$ cat src/rtl/dmem_arbiter_pkg.sv
// Shared definitions for the data-memory arbiter: FSM states, read-owner
// encoding and default timing parameters.
package dmem_arbiter_pkg;

  typedef enum logic [1:0] {
    IDLE      = 2'd0,
    DMA_WAIT  = 2'd1,
    DMA_FORCE = 2'd2
  } arb_state_e;

  localparam logic OWN_CPU = 1'b0;
  localparam logic OWN_DMA = 1'b1;

  localparam int LAT_DEFAULT        = 1;
  localparam int STARVE_MAX_DEFAULT = 4;

endpackage

$ cat src/rtl/dmem_rtag_pipe.sv
// LAT-deep {valid, owner} shift register that follows each memory read until
// its data comes back; synchronous clear drops everything in flight.
module dmem_rtag_pipe
  import dmem_arbiter_pkg::*;
#(
  parameter int LAT = LAT_DEFAULT
) (
  input  logic clk,
  input  logic clr_i,
  input  logic vld_i,
  input  logic own_i,
  output logic vld_o,
  output logic own_o
);

  logic [LAT-1:0] vld_q, vld_d;
  logic [LAT-1:0] own_q, own_d;

  always_comb begin
    vld_d    = vld_q << 1;
    own_d    = own_q << 1;
    vld_d[0] = vld_i;
    own_d[0] = own_i;
  end

  always_ff @(posedge clk) begin
    if (clr_i) begin
      vld_q <= '0;
      own_q <= '0;
    end else begin
      vld_q <= vld_d;
      own_q <= own_d;
    end
  end

  assign vld_o = vld_q[LAT-1];
  assign own_o = own_q[LAT-1];

endmodule

$ cat src/rtl/dmem_arbiter.sv
// Single-port data-memory arbiter: CPU has fixed priority, a starvation
// counter forces one DMA win, and read data is steered back to its owner.
module dmem_arbiter
  import dmem_arbiter_pkg::*;
#(
  parameter int AW         = 32,
  parameter int DW         = 32,
  parameter int LAT        = LAT_DEFAULT,
  parameter int STARVE_MAX = STARVE_MAX_DEFAULT
) (
  input  logic          clk,
  input  logic          rst,
  input  logic          cpu_req,
  input  logic          cpu_we,
  input  logic [AW-1:0] cpu_addr,
  input  logic [DW-1:0] cpu_wdata,
  output logic          cpu_gnt,
  output logic          cpu_rvalid,
  output logic [DW-1:0] cpu_rdata,
  input  logic          dma_req,
  input  logic          dma_we,
  input  logic [AW-1:0] dma_addr,
  input  logic [DW-1:0] dma_wdata,
  output logic          dma_gnt,
  output logic          dma_rvalid,
  output logic [DW-1:0] dma_rdata,
  output logic          mem_we,
  output logic          mem_re,
  output logic [AW-1:0] mem_addr,
  output logic [DW-1:0] mem_wdata,
  input  logic [DW-1:0] mem_rdata,
  output logic          stall_m
);

  localparam int            CW       = $clog2(STARVE_MAX + 1);
  localparam logic [CW-1:0] CNT_LAST = CW'(STARVE_MAX - 1);

  arb_state_e    state_q, state_d;
  logic [CW-1:0] cnt_q, cnt_d;
  logic          force_dma;
  logic          dma_lose;
  logic          tag_vld, tag_own;
  logic [DW-1:0] cpu_rdata_q, dma_rdata_q;

  // Issue stage: grant, stall and memory mux (all outputs held quiet in reset)
  always_comb begin
    force_dma = (state_q == DMA_FORCE) & dma_req;
    cpu_gnt   = ~rst & cpu_req & ~force_dma;
    dma_gnt   = ~rst & dma_req & ~cpu_gnt;
    stall_m   = ~rst & cpu_req & ~cpu_gnt;
    dma_lose  = dma_req & ~dma_gnt;
    mem_we    = (cpu_gnt & cpu_we) | (dma_gnt & dma_we);
    mem_re    = (cpu_gnt & ~cpu_we) | (dma_gnt & ~dma_we);
    mem_addr  = dma_gnt ? dma_addr  : cpu_addr;
    mem_wdata = dma_gnt ? dma_wdata : cpu_wdata;
  end

  always_comb begin
    state_d = state_q;
    cnt_d   = cnt_q;
    unique case (state_q)
      IDLE, DMA_WAIT: begin
        // The loss that reaches STARVE_MAX goes straight to FORCE, which also
        // lets STARVE_MAX = 1 alternate with a continuous CPU stream.
        if (dma_lose) begin
          cnt_d   = cnt_q + 1'b1;
          state_d = (cnt_q == CNT_LAST) ? DMA_FORCE : DMA_WAIT;
        end
      end
      DMA_FORCE: state_d = DMA_FORCE;
      default:   state_d = IDLE;
    endcase
    if (~dma_req | dma_gnt) begin
      state_d = IDLE;
      cnt_d   = '0;
    end
  end

  always_ff @(posedge clk) begin
    if (rst) begin
      state_q <= IDLE;
      cnt_q   <= '0;
    end else begin
      state_q <= state_d;
      cnt_q   <= cnt_d;
    end
  end

  // Return stage: tag follows the read for LAT cycles
  dmem_rtag_pipe #(.LAT(LAT)) u_rtag (
    .clk   (clk),
    .clr_i (rst),
    .vld_i (mem_re),
    .own_i (dma_gnt ? OWN_DMA : OWN_CPU),
    .vld_o (tag_vld),
    .own_o (tag_own)
  );

  assign cpu_rvalid = ~rst & tag_vld & (tag_own == OWN_CPU);
  assign dma_rvalid = ~rst & tag_vld & (tag_own == OWN_DMA);
  assign cpu_rdata  = cpu_rvalid ? mem_rdata : cpu_rdata_q;
  assign dma_rdata  = dma_rvalid ? mem_rdata : dma_rdata_q;

  always_ff @(posedge clk) begin
    if (rst) begin
      cpu_rdata_q <= '0;
      dma_rdata_q <= '0;
    end else begin
      if (cpu_rvalid) cpu_rdata_q <= mem_rdata;
      if (dma_rvalid) dma_rdata_q <= mem_rdata;
    end
  end

endmodule

$ cat config.mk
export PLATFORM = sky130hd
export DESIGN_NAME = dmem_arbiter
export DESIGN_NICKNAME = d
export VERILOG_FILES = /design/src/rtl/dmem_arbiter_pkg.sv /design/src/rtl/dmem_rtag_pipe.sv /design/src/rtl/dmem_arbiter.sv
export SDC_FILE = /design/constraint.sdc
export NUM_CORES = 1
export LEC_CHECK = 0
export ABC_CLOCK_PERIOD_IN_PS = 3100
export BUFFER_PORTS_ARGS = -buffer_cell sky130_fd_sc_hd__buf_2
export CAP_MARGIN = 20
export CORE_AREA = 2 2 117 119
export CTS_CLUSTER_DIAMETER = 120
export DETAILED_ROUTE_END_ITERATION = 16
export DIE_AREA = 0 0 119 121
export PLACE_DENSITY = 0.66
export SYNTH_ARGS = -nofsm -noshare
export SYNTH_HDL_FRONTEND = slang
export SYNTH_SLANG_ARGS = --single-unit
$ cat constraint.sdc
create_clock -name clk -period 3.1 [get_ports clk]
set_input_delay 0.465 -clock clk [delete_from_list [all_inputs] [get_ports clk]]
set_output_delay 0.465 -clock clk [all_outputs]
set_load 0.005 [all_outputs]
# Yosys cells after proc, flatten, opt, wreduce, memory -nomap -nowiden
# Cells that the tools add are included.
# totals
reg_bits	71
output_inout_bits	135
elab_cells	48
# classes
addsub	1
eq_ne	4
n_mux	8
n_bitwise	25
reduce_logical	4
# op_table
op	n
$mux W32	4
$and A1 B1 Y1	14
$not A1 Y1	8
$mux W2	2
$pmux W2 S2	1
$reduce_or A2 Y1	2
$add A3 B1 Y3 const B	1
$eq A3 B2 Y1 const B	1
$or A1 B1 Y1	3
$eq A2 B1 Y1 const B	1
$eq A2 B2 Y1 const B	1
$logic_not A2 Y1	1
$ne A2 B2 Y1 const B	1
$reduce_and A2 Y1	1
$mux W1	1

# Logic depth before layout (Yosys ltp)
# depth
ltp_word	10
mapped_depth	6
depth_no_buf	5

# Modules after synthesis
# From an unflattened synthesis, not the netlist that was laid out.
# hier_totals
cells_unflattened	316
area_unflattened_um2	3679.8
# by_module_without_submodules
mod	instances	cells_per_inst	area_each_um2	seq_area_each_um2
dmem_arbiter	1	312	3627.2	1381.3
dmem_rtag_pipe	1	4	52.6	40.0

# Worst setup path after synthesis
# No wires, ideal clock.
# synth_timing
path_kind	in2out
from	input port rst
to	output port mem_wdata[15]
arrival_ns	1.442
t_required_ns	2.635
setup_slack_ns	1.193
path_stages	5
cell_sequence	nand2b_1 a21oi_4 buf_6 buf_6 mux2_1
# synth_between
elab_chain_len	6
word_cells_on_any_way	7
# synth_rtl
item	line	rtl
start, declared	dmem_arbiter.sv:12	input logic rst,
$not A1 Y1 (*)	dmem_arbiter.sv:48, dmem_arbiter.sv:49	
$and A1 B1 Y1 (2 in series)	dmem_arbiter.sv:48	cpu_gnt = ~rst & cpu_req & ~force_dma;
$not A1 Y1	dmem_arbiter.sv:49	dma_gnt = ~rst & dma_req & ~cpu_gnt;
$and A1 B1 Y1 (*)	dmem_arbiter.sv:49	
$mux W32 (*)	dmem_arbiter.sv:55	mem_wdata = dma_gnt ? dma_wdata : cpu_wdata;
end, declared	dmem_arbiter.sv:30	output logic [DW-1:0] mem_wdata,
# Mark *: on every way between the ends. The rest lies on a longest branch, timed or not.

# Worst setup path in the final report
# layout_timing
from	register state_q[1]
to	output port mem_wdata[9]
# layout_between
elab_chain_len	7
# layout_rtl
item	line	rtl
start, declared	dmem_arbiter.sv:38	arb_state_e state_q, state_d;
start signal, assigned	dmem_arbiter.sv:84	state_q <= state_d;
$eq A2 B2 Y1	dmem_arbiter.sv:47	force_dma = (state_q == DMA_FORCE) & dma_req;
$and A1 B1 Y1	dmem_arbiter.sv:47	
$not A1 Y1	dmem_arbiter.sv:48	
$and A1 B1 Y1	dmem_arbiter.sv:48	
$not A1 Y1	dmem_arbiter.sv:49	
$and A1 B1 Y1	dmem_arbiter.sv:49	
$mux W32	dmem_arbiter.sv:55	
# Every way passes these cells.

==> summary.md <==
| Metric | Value |
|---|---|
| Clk pin slew, worst setup/hold paths | `50 ps` |
| CP Max Fanout | `49` |
| Ys async rst share | `0%` |
| Postcts setup bufs | `0` |
| Hold endpoint | `u_rtag.own_o$_SDFF_PP0_` |
| Design area | `5560 sq um` |
| Sequential cell area | `1420 sq um` |
| Worst setup EP type | `primary output` |
| Hold WC Path Type | `input port to register` |
| Layout cells sized above 1 | `50.5%` |
| Die width | `119 um` |
| Core area | `13100 sq um` |
| #FFs+latches synth | `71` |
| H-tree levels | `3` |
| Footprint of the multi-input gates | `1950 sq um` |
| Hold path cells | `2` |
| Clk_lat worst skew | `330 ps` |
| I/O Buffers | `300` |
| Setup TNS | `0 ps` |
| Initial Utilization | `27.3%` |
| Detailed-route wire length per cell | `14.8 um` |
| Logic pwr share | `15.0%` |
| Final Cycle Share | `78.5%` |
| Synth top cells by count | `nand2_1 (192), dfxtp_1 (71), a21oi_1 (66)` |
| Drt pass-1 iters | `4` |
| # IOs | `301` |
| R2R cell count | `4` |
| Post-place instance area | `5200 sq um` |
| Yosys warning count | `0` |
| Top post-synthesis cells by area | `dfxtp_1 (40%), nand2_1 (20%), mux2_2 (15%)` |
| Post-detail-place hpwl | `11000 um` |
| Die Y | `121 um` |
| Tot GR Track Use | `18.8%` |
| Startpoint types | `register` |
| Worst reg2reg setup slack | `1650 ps` |
| Power per Cell Area | `452 nW/um^2` |
| Peak supply drop | `0.000257 V` |
| CTS max path bufs | `2` |
| Post-Syn Area per Cell | `7.93 sq um` |
| Routed via count | `4035` |
| Final nets | `911` |
| Mapped Cells | `450` |
| Root buffer cell | `clkbuf_16` |
| CP arrival | `1970 ps` |
| Initial antenna violation count | `1` |
| Row count | `42` |
| Max-slew violations | `0` |
| Setup CP Type | `register to primary output` |
| Starting DRT DRC Count | `178` |
| Final WS setup | `667 ps` |
| Fmax achieved | `0.411 GHz` |
| Placer Congestion | `0.862` |
| Pint | `1.93 mW` |
| Worst EP required | `2630 ps` |
| Non-filler instance count after layout | `924` |
| Post-Route WL | `13700 um` |
| Number of routed nets with antenna violations | `0` |
| # hold bufs at CTS | `0` |
| Yosys top cell area share | `39.8%` |
| Final setup fails | `0` |
| DRC | `0` |
| Clock Skews | `8.56 ps` |
| Aggregate global routing overflow | `0` |
| Pin count of the biggest net entering global routing | `50` |
| Hold_sp | `cpu_req` |
| Max-cap violations | `0` |
| WHS | `402 ps` |
| CTS Buf Count | `9` |
| Sequential area share after synthesis | `39.8%` |
| EDFF count, synth | `0` |
| Worst slew pin tran | `511 ps` |
| Post-Syn Nets | `618` |
| Post-CTS Resized | `0` |
| Syn-to-layout area delta | `55.6%` |
| Num Clock Sinks | `71` |
| Placed cells | `908` |
| Switching Share | `23.2%` |
| Netlist Area Pre-Place | `3570 sq um` |
| R2R Path End | `cpu_rdata_q[22]$_SDFF_PP0_` |
| Number of global-route vias before repair | `3899` |
| Cell variety after synth | `28` |
| Ant diodes | `0` |
| Most frequent cell after synthesis | `nand2_1` |
| Primary FF master, synth | `dfxtp_1` |
| Tmin final | `2430 ps` |
| RSZ-0062 raised after global routing | `false` |
| Final hold violation count | `0` |
| Part of the power in registers | `37.2%` |
| Max transition margin | `65.9%` |
| Post-synth top area cell | `dfxtp_1` |
| Net Switching | `0.582 mW` |
| CTS tree | `built` |
| DR vias/cell | `4.37` |
| First-pass GRT wire length | `20900 um` |
| Status | `finished, final reports clean` |
| Clock Power Share | `47.8%` |
| Die ar. | `14400 sq um` |
| P_leak | `3.05 nW` |
| Fillers | `1370` |
| Pre-CTS setup slack | `798 ps` |
| R2r startpoint | `u_rtag.own_o$_SDFF_PP0_` |
## per-layer routing
layer	wire, um	vias up	track usage (%)	part of all wire (%)
li1	-	2066	-	-
met1	5940	1794	23.5	43
met2	6680	166	32.5	49
met3	920	9	4.75	6.7
met4	177	0	4.61	1.3
met5	0	-	0	0
## per-stage QoR
stage                     total power, mW  utilization (%)
after global routing                 2.62             42.5
after CTS                            2.55             42.5
after floorplan                      1.11                -
after global placement               1.33             39.8
after detailed placement             1.33             39.8
final                                2.51             42.5
## worst max path at each step
stage / start / endpoint / cells after the start
after floorplan: rst / mem_wdata[15] / 5
after global routing: state_q[1]$_SDFFE_PP0P_ / mem_wdata[9] / 5
after detailed placement: rst / mem_wdata[8] / 6
after global placement: rst / mem_addr[7] / 6
final: state_q[1]$_SDFFE_PP0P_ / mem_wdata[9] / 5
after CTS: state_q[1]$_SDFFE_PP0P_ / mem_wdata[8] / 5
## sequential cells by signal, indices dropped and copies added (netlist names)
name	count
cpu_rdata_q	32
u_rtag.own_o	1
cnt_q	3
u_rtag.vld_o	1
state_q	2
dma_rdata_q	32
## placed cells by master (no fill, tap or decap), drive strengths merged, types with 2 or more instances in the layout
| master | n |
|---|---|
| a21oi | 67 |
| a22o | 3 |
| buf | 310 |
| bufinv | 3 |
| clkbuf | 9 |
| clkinv | 2 |
| dfxtp | 71 |
| ha | 2 |
| inv | 9 |
| mux2 | 64 |
| nand2 | 192 |
| nand2b | 3 |
| nor2 | 3 |
## worst max-delay path, stage by stage (launching register included)
cell      delay (ps)
dfxtp_1          530
nand2b_4         110
a21oi_4          190
buf_12           270
mux2_2           380
buf_2            150
## final cells by class
type	instances	share of cell area (%)
multi-input combinational	344	35.0
timing repair buffer	310	28.6
sequential	71	25.6
clock buffer	9	4.05
tap	176	3.96
clock inverter	7	2.25
inverter	7	0.495
## kinds of logic (layout without fill, tap and decap cells)
| kind of cell | after synthesis | in the layout | synth area share (%) |
|---|---|---|---|
| and+or+nand+nor | 205 | 205 | 22.5 |
| AOI/OAI and AO/OA | 72 | 72 | 10.9 |
| DFF | 71 | 71 | 39.8 |
| muxes | 64 | 64 | 20.2 |
| buffers and inverters | 35 | 333 | 5.64 |
| adders and majority gates | 2 | 2 | 0.701 |
| xor gates and xnor gates | 1 | 1 | 0.245 |
## power groups by stage
| stage | sequential (mW) | combinational (mW) | clock, mW |
|---|---|---|---|
| after global routing | 0.935 | 0.413 | 1.27 |
| final | 0.934 | 0.376 | 1.20 |
| after floorplan | 0.953 | 0.156 | 0 |
| after detailed placement | 0.954 | 0.379 | 0 |
| after CTS | 0.934 | 0.382 | 1.23 |
| after global placement | 0.954 | 0.379 | 0 |
(Power assumes the default switching activity.)
